[src/rtl/mem_arb_pkg.sv]
// Shared encodings for the memory-port arbiter: FSM states and owner codes.
package mem_arb_pkg;

   typedef enum logic [1:0] {
      IDLE = 2'd0,
      BUSY = 2'd1,
      DONE = 2'd2
   } arb_state_t;

   localparam logic OWN_I = 1'b0;
   localparam logic OWN_D = 1'b1;

endpackage

[src/rtl/arb_pick2.sv]
// Combinational two-way pick: round-robin against last_owner, or D-wins when FIXED_PRI=1.
module arb_pick2
   import mem_arb_pkg::*;
#(
   parameter int FIXED_PRI = 0
) (
   input  logic i_req,
   input  logic d_req,
   input  logic last_owner,
   output logic winner
);

   always_comb begin
      winner = OWN_I;
      if (i_req && d_req) begin
         if (FIXED_PRI != 0) winner = OWN_D;
         else                winner = (last_owner == OWN_I) ? OWN_D : OWN_I;
      end else if (d_req) begin
         winner = OWN_D;
      end
   end

endmodule

[src/rtl/mem_port_arbiter.sv]
// Arbitrates fetch (I) and load/store (D) onto one memory port, sequencing IDLE->BUSY->DONE.
// Optional BUSY timeout with err pulse is built when ARB_TIMEOUT_EN is defined.
module mem_port_arbiter
   import mem_arb_pkg::*;
#(
   parameter int AW          = 32,
   parameter int DW          = 32,
   parameter int FIXED_PRI   = 0,
   parameter int TIMEOUT_CYC = 16
) (
   input  logic          clk,
   input  logic          rst_n,
   input  logic          i_req,
   input  logic [AW-1:0] i_addr,
   output logic          i_done,
   input  logic          d_req,
   input  logic          d_we,
   input  logic [AW-1:0] d_addr,
   input  logic [DW-1:0] d_wdata,
   output logic          d_done,
   output logic          mem_req,
   output logic          mem_we,
   output logic [AW-1:0] mem_addr,
   output logic [DW-1:0] mem_wdata,
   input  logic          mem_ack,
`ifdef ARB_TIMEOUT_EN
   output logic          err,
`endif
   output logic          sel
);

   arb_state_t    state_q, state_d;
   logic          sel_q, sel_d;
   logic          last_q, last_d;
   logic          we_q, we_d;
   logic [AW-1:0] addr_q, addr_d;
   logic [DW-1:0] wdata_q, wdata_d;
   logic          winner;
   logic          timeout;

   arb_pick2 #(.FIXED_PRI(FIXED_PRI)) u_pick (
      .i_req      (i_req),
      .d_req      (d_req),
      .last_owner (last_q),
      .winner     (winner)
   );

`ifdef ARB_TIMEOUT_EN
   localparam int CW = (TIMEOUT_CYC > 2) ? $clog2(TIMEOUT_CYC) : 1;
   logic [CW-1:0] cnt_q, cnt_d;
   logic          err_q, err_d;

   assign timeout = (state_q == BUSY) && (cnt_q == CW'(TIMEOUT_CYC - 1)) && !mem_ack;

   always_comb begin
      cnt_d = cnt_q;
      err_d = err_q;
      if (state_q == IDLE) begin
         cnt_d = '0;
         err_d = 1'b0;
      end else if (state_q == BUSY) begin
         cnt_d = cnt_q + 1'b1;
         err_d = timeout;
      end
   end

   always_ff @(posedge clk or negedge rst_n) begin
      if (!rst_n) begin
         cnt_q <= '0;
         err_q <= 1'b0;
      end else begin
         cnt_q <= cnt_d;
         err_q <= err_d;
      end
   end

   assign err = (state_q == DONE) && err_q;
`else
   assign timeout = 1'b0;
`endif

   always_comb begin
      state_d = state_q;
      sel_d   = sel_q;
      last_d  = last_q;
      we_d    = we_q;
      addr_d  = addr_q;
      wdata_d = wdata_q;
      case (state_q)
         IDLE: begin
            if (i_req || d_req) begin
               sel_d   = winner;
               state_d = BUSY;
               if (winner == OWN_D) begin
                  addr_d  = d_addr;
                  we_d    = d_we;
                  wdata_d = d_wdata;
               end else begin
                  addr_d  = i_addr;
                  we_d    = 1'b0;
               end
            end
         end
         BUSY: begin
            // mem_ack on the limit edge wins over the timeout (timeout already excludes it)
            if (mem_ack || timeout) begin
               state_d = DONE;
               last_d  = sel_q;
            end
         end
         DONE:    state_d = IDLE;
         default: state_d = IDLE;
      endcase
   end

   always_ff @(posedge clk or negedge rst_n) begin
      if (!rst_n) begin
         state_q <= IDLE;
         sel_q   <= OWN_I;
         last_q  <= OWN_D;
         we_q    <= 1'b0;
         addr_q  <= '0;
         wdata_q <= '0;
      end else begin
         state_q <= state_d;
         sel_q   <= sel_d;
         last_q  <= last_d;
         we_q    <= we_d;
         addr_q  <= addr_d;
         wdata_q <= wdata_d;
      end
   end

   // Strobes decode straight from state so reset drops them asynchronously
   assign mem_req   = (state_q == BUSY);
   assign mem_we    = mem_req && we_q;
   assign i_done    = (state_q == DONE) && (sel_q == OWN_I);
   assign d_done    = (state_q == DONE) && (sel_q == OWN_D);
   assign mem_addr  = addr_q;
   assign mem_wdata = wdata_q;
   assign sel       = sel_q;

endmodule

[config.mk]
export PLATFORM = sky130hd
export DESIGN_NAME = mem_port_arbiter
export DESIGN_NICKNAME = d
export VERILOG_FILES = /design/src/rtl/mem_arb_pkg.sv /design/src/rtl/arb_pick2.sv /design/src/rtl/mem_port_arbiter.sv
export SDC_FILE = /design/constraint.sdc
export NUM_CORES = 1
export LEC_CHECK = 0
export CAP_MARGIN = 40
export CORE_ASPECT_RATIO = 1.4
export CORE_MARGIN = 2
export CORE_UTILIZATION = 36
export DETAILED_ROUTE_END_ITERATION = 8
export PLACE_DENSITY = 0.75
export SLEW_MARGIN = 30
export SYNTH_ARGS = -nofsm -noshare
export SYNTH_HDL_FRONTEND = slang
export SYNTH_SLANG_ARGS = --single-unit
[constraint.sdc]
create_clock -name clk -period 1.7 [get_ports clk]
set_clock_uncertainty 0.1 [all_clocks]
set_input_delay 0.425 -clock clk [delete_from_list [all_inputs] [get_ports clk]]
set_output_delay 0.425 -clock clk [all_outputs]
set_load 0.05 [all_outputs]
==> summary.md, run 1 <==
| Metric | Value |
|---|---|
| Outcome | `complete, but fails checks` |
| Violated checks | `setup timing` |
| Detailed-router iteration count before antenna repair | `4` |
| Number of cells on the worst reg-to-reg path | `5` |
| Commonest non-fill, non-tap cells in the layout | `clkdlybuf4s50_1 (98), mux2_4 (79), buf_12 (75)` |
| Peak fanout along the critical path | `6` |
| WP buf/inv | `2` |
| Unrepaired setup endpoints after global routing | `true` |
| Most area-consuming cells after synthesis | `dfrtp_1 (52%), mux2_4 (27%), mux2_2 (13%), buf_6 (2.8%), dfstp_2 (0.81%)` |
| Pre-CTS setup slack | `-0.480 ns` |
| Sequential fraction of the synthesis area | `0.530` |
| Antenna Nets Post-Route | `0` |
| Area growth syn-to-layout | `100%` |
| Clock latency reported for the late side of the worst-skew pair | `0.33 ns` |
| Global router's overall resource usage | `0.183` |
| R2R setup slack | `-0.09 ns` |
| Final Routed Wirelength | `9050 um` |
| Worst EP arrival | `1.91 ns` |
| Pwr/cell area | `2340 nW/um^2` |
| Mux cell area share after synthesis | `0.402` |
| Vias | `2354` |
| I/O Pins | `171` |
| Clock tree root buffer cell | `clkbuf_16` |
| Min cycle time layout | `1.79 ns` |
| Total standard cell area after synthesis | `3260 um^2` |
| Num Clock Sinks | `69` |
| Actual transition at the worst max-transition pin | `0.331 ns` |
| HP Class | `in2async` |
| Complex-gate fraction of the synthesized area | `0.0127` |
| Number of unique standard cell types used by synthesis | `17` |
| Slowest cell on crit path | `dfstp_2` |
| CTS tree | `done` |
| Worst path top cell family by delay | `multiplexers` |
| Post-route setup TNS | `-2.15 ns` |
| Max rail drop VDD | `1.52 mV` |
| Layout Nets | `491` |
| Reg-to-Reg Start | `last_q` |
| Horiz. Die Dim | `84.4 um` |
| Count of max-cap constraint violations | `0` |
| Number of hold violations in the final report | `0` |
| Number of input and output port buffers inserted | `170` |
| Post-Synth Adder-Cell Area | `0` |
| Total core area | `8930 um^2` |
| Final estimated routing congestion in global placement | `0.743` |
| Synth Area in XOR/XNOR | `0` |
| Total CTS buffers | `9` |
| Cells traversed along the worst timing path | `a21bo_4 -> buf_12 -> buf_12 -> mux2_4 -> mux2_4` |
| Maximum level of the CTS H-tree | `3` |
| Height of the die | `117 um` |
| Highest attainable clock frequency | `557 MHz` |
| Final number of max-transition violations | `0` |
| Number of global-route vias before repair | `2614` |
| Number of antenna violations at the first check in global routing | `0` |
| Number of standard cells in the final layout excluding fillers | `501` |
| Setup Viol. Count Final | `41` |
| Number of storage elements in the synthesis netlist | `69` |
| Starting utilization of the core area | `0.365` |
| Post-route DRC | `0` |
| YS warnings | `0` |
| Total chip power | `15.3 mW` |
| Clock slew at reported path FFs | `0.06 ns` |
| Most common cell after layout, fill and taps aside | `clkdlybuf4s50_1` |
| Smallest setup slack after layout | `-0.0945 ns` |
| Detail-routed net length per standard cell | `18.1 um` |
| FP Rows | `41` |
| Number of vias per cell | `4.70` |
| Share of final-layout standard cells stronger than drive strength 1 | `0.556` |
| CP required | `1.81 ns` |
| Part of the cycle the worst path needs | `1.06` |
| Yosys top cell area share | `0.522` |
| Kind of end point of the critical path | `register` |
| Final global-route overflow total | `0` |
| CP max stage delay | `0.54 ns` |
| Dominant combinational cell family by area after synthesis | `multiplexers` |
| Mean post-synth cell area | `16.8 um^2` |
| Crit path launch type | `register` |
| Post-synthesis cell type with the largest combined area | `dfrtp_1` |
| Largest net degree at the start of global routing | `61` |
| Worst max-slew margin expressed relative to the limit | `0.780` |
| Critical path class | `reg2reg` |
| Floorplan die area | `9840 um^2` |
| RR Endpoint | `mem_addr[16]` |
| Half-perimeter wire length after detailed placement | `6220 um` |
| Placed cells | `473` |
| Wire length of the first global-routing pass | `13600 um` |
| Max Buffers Root-to-Sink | `2` |
| Synthesized instance count | `194` |
| Post-synth net total | `296` |
| Post-synthesis share of cell area spent on and, or, nand and nor gates | `0.0157` |
| Inserted Diodes | `0` |
| Smallest hold slack | `0.393 ns` |
| DRC marker count from the first detailed-route iteration | `49` |
| Leakage power total | `3.04 nW` |
==> flip-flops by register name, indices dropped and copies added (netlist names) <==
name and cells:
we_q 1, last_q 1, state_q 2, sel 1, mem_addr 32, mem_wdata 32
==> worst register-to-register path: stages, from the launching register on <==
cell     delay, ns
dfstp_2       0.54
a21bo_4       0.21
buf_12        0.14
buf_12        0.12
mux2_4        0.30
mux2_4        0.26
==> area by class of cell <==
cell class                 count  area [um^2]
timing repair buffer         196         2760
tap                          107          134
inverter                       3         11.3
fill                         566         2390
sequential                    69         1730
clock inverter                 6          134
multi-input combinational    110         1530
clock buffer                  10          239
==> metrics by stage <==
step | util | instance area, um^2
5_1_grt | 0.732 | 6530
3_3_place_gp | 0.655 | 5840
2_1_floorplan | - | 3290
4_1_cts | 0.719 | 6420
6_report | 0.732 | 6530
3_5_place_dp | 0.655 | 5840
==> cells by family after synthesis <==
kind of cell / after synthesis
buffers and inverters: 15
AO/OA/AOI/OAI: 6
AND/OR/NAND/NOR: 7
flip-flops: 69
multiplexers: 97
==> power by group <==
group	switching, mW	total (mW)	internal (mW)
clock network	0.704	2.32	1.62
registers	0.929	3.44	2.51
logic	4.32	9.51	5.19
total	5.95	15.3	9.32
==> Yosys cell counts (all sizes together) <==
master   instances
a21bo            1
and2             2
buf             12
dfrtp           68
dfstp            1
inv              3
mux2            97
nand2b           1
nor2             1
nor2b            1
nor3b            2
o21a             1
o21ai            3
o2bb2ai          1
==> worst max-delay path by stage <==
stage	from	end	slack (ns)	cells after the start
after global routing	state_q[0]	mem_we	-0.14	4
after CTS	state_q[0]	mem_we	-0.1	4
after detailed placement	d_req	mem_addr[16]	-0.48	5
after floorplan	sel	i_done	-0.03	1
final	last_q	mem_addr[16]	-0.09	5
after global placement	d_req	mem_addr[24]	-0.43	5
==> per-layer routing <==
layer,up-vias,share of wire,track usage
met5,-,0,0
met4,0,0.019,0.0942
met3,14,0.060,0.0445
met2,100,0.54,0.319
met1,1159,0.38,0.209
li1,1081,-,-
==> repair_timing <==
item                                    CTS  global route
cloned                                    3             3
pin swaps                                 3             3
gates resized for setup                  15            28
buffers inserted                          7             0
hold endpoints to repair                  9             0
endpoints found under the setup margin   67            40
hold buffers                              1             0
(Power assumes the default switching activity.)
==> run 2: changes to the inputs <==
Settings changed: PLACE_DENSITY 0.75 to 0.77.
==> run 2 against run 1 <==
The run still ends with setup timing left. Worst hold slack improved by 0.036 ns. First-iteration DRC count rose by 39%. Combinational power rose by 0.5%. Worst setup slack improved by 0.0092 ns. Sequential power barely moved. Global-route usage rose by 0.46 points. Clock-buffer cell count fell by 1. Sequential share of layout area rose by 0.056 points. Non-clock buffer count did not move. Critical path type is now reg2out. Largest cell class unchanged. Highest routed layer unchanged.
==> summary.md, run 2 (synthesized netlist as in run 1, its figures left out) <==
| Metric | Value |
|---|---|
| Detailed-router iteration count before antenna repair | `4 (unchanged)` |
| Violated checks | `setup timing` |
| Switching pwr | `5.99 mW (+0.60%)` |
| Worst EP arrival | `1.26 ns (-0.65 ns)` |
| HP Class | `reg2reg` |
| Area growth syn-to-layout | `100%` |
| Sw Share | `0.402 (+0.0127)` |
| Number of input and output port buffers inserted | `170 (unchanged)` |
| Setup Viol. Count Final | `29 (-29%)` |
| Fill count | `574 (+1.4%)` |
| Height of the die | `117 um (unchanged)` |
| Crit path launch type | `register` |
| Number of hold violations in the final report | `0 (unchanged)` |
| Half-perimeter wire length after detailed placement | `6590 um (+6.0%)` |
| Wire length of the first global-routing pass | `14000 um (+2.8%)` |
| Final estimated routing congestion in global placement | `0.744 (+0.11%)` |
| Clock latency reported for the late side of the worst-skew pair | `0.32 ns (about the same)` |
| Combined flip-flop and latch cell area | `1730 um^2 (unchanged)` |
| Final Routed Wirelength | `9140 um (+0.95%)` |
| Outcome | `complete, but fails checks` |
| Max rail drop VDD | `1.47 mV (-3.8%)` |
| Area of the multi-input gates | `1540 um^2 (+0.65%)` |
| Largest net degree at the start of global routing | `26 (-57%)` |
| Reg-to-Reg Start | `last_q` |
| Detail-routed net length per standard cell | `18.2 um (+0.95%)` |
| Min-Delay Startpoint | `we_q` |
| Slowest cell on crit path | `dfrtp_1` |
| Number of vias per cell | `4.69 (-0.17%)` |
| Global router's overall resource usage | `0.187 (+0.00464)` |
| Share of final-layout standard cells stronger than drive strength 1 | `0.553 (-0.00254)` |
| CP required | `1.17 ns (-0.64 ns)` |
| Post-route setup TNS | `-1.63 ns (+0.518 ns)` |
| Vias | `2350 (-0.17%)` |
| Leakage power total | `3.03 nW (-0.33%)` |
| Inserted Diodes | `0 (unchanged)` |
| Pwr/cell area | `2280 nW/um^2 (-2.4%)` |
| Part of the cycle the worst path needs | `1.05 (-0.00542)` |
| Actual transition at the worst max-transition pin | `0.433 ns (+0.103 ns)` |
| Horiz. Die Dim | `84.4 um (unchanged)` |
| Total core area | `8930 um^2 (unchanged)` |
| Clock slew at reported path FFs | `0.06 ns (about the same)` |
| Commonest non-fill, non-tap cells in the layout | `clkdlybuf4s50_1 (98), mux2_4 (84), buf_12 (79)` |
| Total CTS buffers | `9 (unchanged)` |
| Antenna Nets Post-Route | `0 (unchanged)` |
| Final global-route overflow total | `0 (unchanged)` |
| Number of global-route vias before repair | `2680 (+2.5%)` |
| Number of antenna violations at the first check in global routing | `0 (unchanged)` |
| Cells traversed along the worst timing path | `buf_6 -> nor2b_4 -> and2_4 -> buf_12` |
| Sequential Power Share | `0.233 (+0.008)` |
| Count of max-cap constraint violations | `0 (unchanged)` |
| Most common cell after layout, fill and taps aside | `clkdlybuf4s50_1` |
| Maximum level of the CTS H-tree | `3 (unchanged)` |
| Max Buffers Root-to-Sink | `2 (unchanged)` |
| Layout Nets | `491 (unchanged)` |
| Relative contribution of combinational cells to total power | `0.642 (+0.019)` |
| Critical path class | `reg2out` |
| Kind of end point of the critical path | `primary output` |
| FP Rows | `41 (unchanged)` |
| Smallest setup slack after layout | `-0.0853 ns (+0.00921 ns)` |
| Clock network fraction of design power | `0.125 (-0.027)` |
| CTS tree | `done` |
| Post-route DRC | `0 (unchanged)` |
| Pre-CTS setup slack | `-0.493 ns (-0.0133 ns)` |
| Starting utilization of the core area | `0.365 (unchanged)` |
| CP max stage delay | `0.39 ns (-0.15 ns)` |
| Final number of max-transition violations | `0 (unchanged)` |
| Floorplan die area | `9840 um^2 (unchanged)` |
| Clock tree root buffer cell | `clkbuf_16` |
| Crit. Startpoint | `state_q[0]` |
| Peak fanout along the critical path | `3 (-3)` |
| DRC marker count from the first detailed-route iteration | `68 (+39%)` |
| Min cycle time layout | `1.79 ns (-0.00921 ns)` |
| Worst max-slew margin expressed relative to the limit | `0.711 (-0.0685)` |
| Unrepaired setup endpoints after global routing | `true` |
| Highest attainable clock frequency | `560 MHz (+0.52%)` |
| Num Clock Sinks | `69 (unchanged)` |
| I/O Pins | `171 (unchanged)` |
| Cell internal pwr | `8.89 mW (-4.6%)` |
==> run 2: cell count changes in the layout (fill, tap and decap cells not counted), sizes merged <==
cell | previous run | this run
bufinv | 4 | 1
clkinvlp | 0 | 2
buf | 92 | 94
clkinv | 2 | 4
clkbuf | 13 | 10
==> run 2: cell type report <==
| class | count | share of cell area |
|---|---|---|
| tap | 107 | 0.0205 |
| timing repair buffer | 196 | 0.430 |
| clock buffer | 9 | 0.0345 |
| clock inverter | 7 | 0.0117 |
| multi-input combinational | 110 | 0.236 |
| inverter | 3 | 0.00173 |
| sequential | 69 | 0.265 |
==> run 2: worst paths after layout <==
path	cells after the start	to	slack [ns]
worst max-delay path	4	mem_we	-0.09
worst min register to register	1	we_q	0.43
max in group asynchronous	3	state_q[1]	0.53
min in group asynchronous	2	mem_wdata[1]	0.47
worst max register to register	5	mem_addr[25]	-0.07
worst min-delay path	1	we_q	0.43
==> run 2: per-stage QoR <==
step | hold WS [ns] | instance area (um^2) | std cells | power, mW | utilization
after floorplan | 0.0294 | 3290 | 194 | 7.78 | -
after global placement | 0.280 | 5900 | 476 | 12.3 | 0.661
after detailed placement | 0.288 | 5900 | 476 | 12.5 | 0.661
after CTS | 0.436 | 6500 | 501 | 15.0 | 0.728
after global routing | 0.445 | 6520 | 501 | 15.4 | 0.730
final | 0.429 | 6520 | 501 | 14.9 | 0.730
==> run 2: power by group through the flow <==
stage / Sequential [mW] / Clock, mW / Combinational [mW]
floorplan: 5.76 / 0 / 2.02
global placement: 3.39 / 0 / 8.94
detailed placement: 3.45 / 0 / 9.03
CTS: 3.46 / 1.90 / 9.59
global route: 3.56 / 1.97 / 9.86
finish: 3.46 / 1.86 / 9.56
==> run 2: metal layers <==
| layer | global-route usage | routed length (um) | vias up |
|---|---|---|---|
| li1 | - | - | 1074 |
| met1 | 0.202 | 3380 | 1169 |
| met2 | 0.350 | 5060 | 95 |
| met3 | 0.0445 | 524 | 12 |
| met4 | 0.0815 | 172 | 0 |
| met5 | 0 | 0 | - |
==> run 2: repair_timing <==
item	4_1_cts	5_1_grt
hold buffers	1	0
endpoints found under the hold margin	11	0
setup endpoints to repair	67	38
gates cloned	3	1
setup buffers	5	0
gates resized for setup	39	4
pin swaps	3	1
==> run 2: critical path, delay by kind of cell (launching register included) <==
family | cells | cell delay [ns]
buf+inv | 2 | 0.28
simple gates | 2 | 0.28
flops | 1 | 0.39
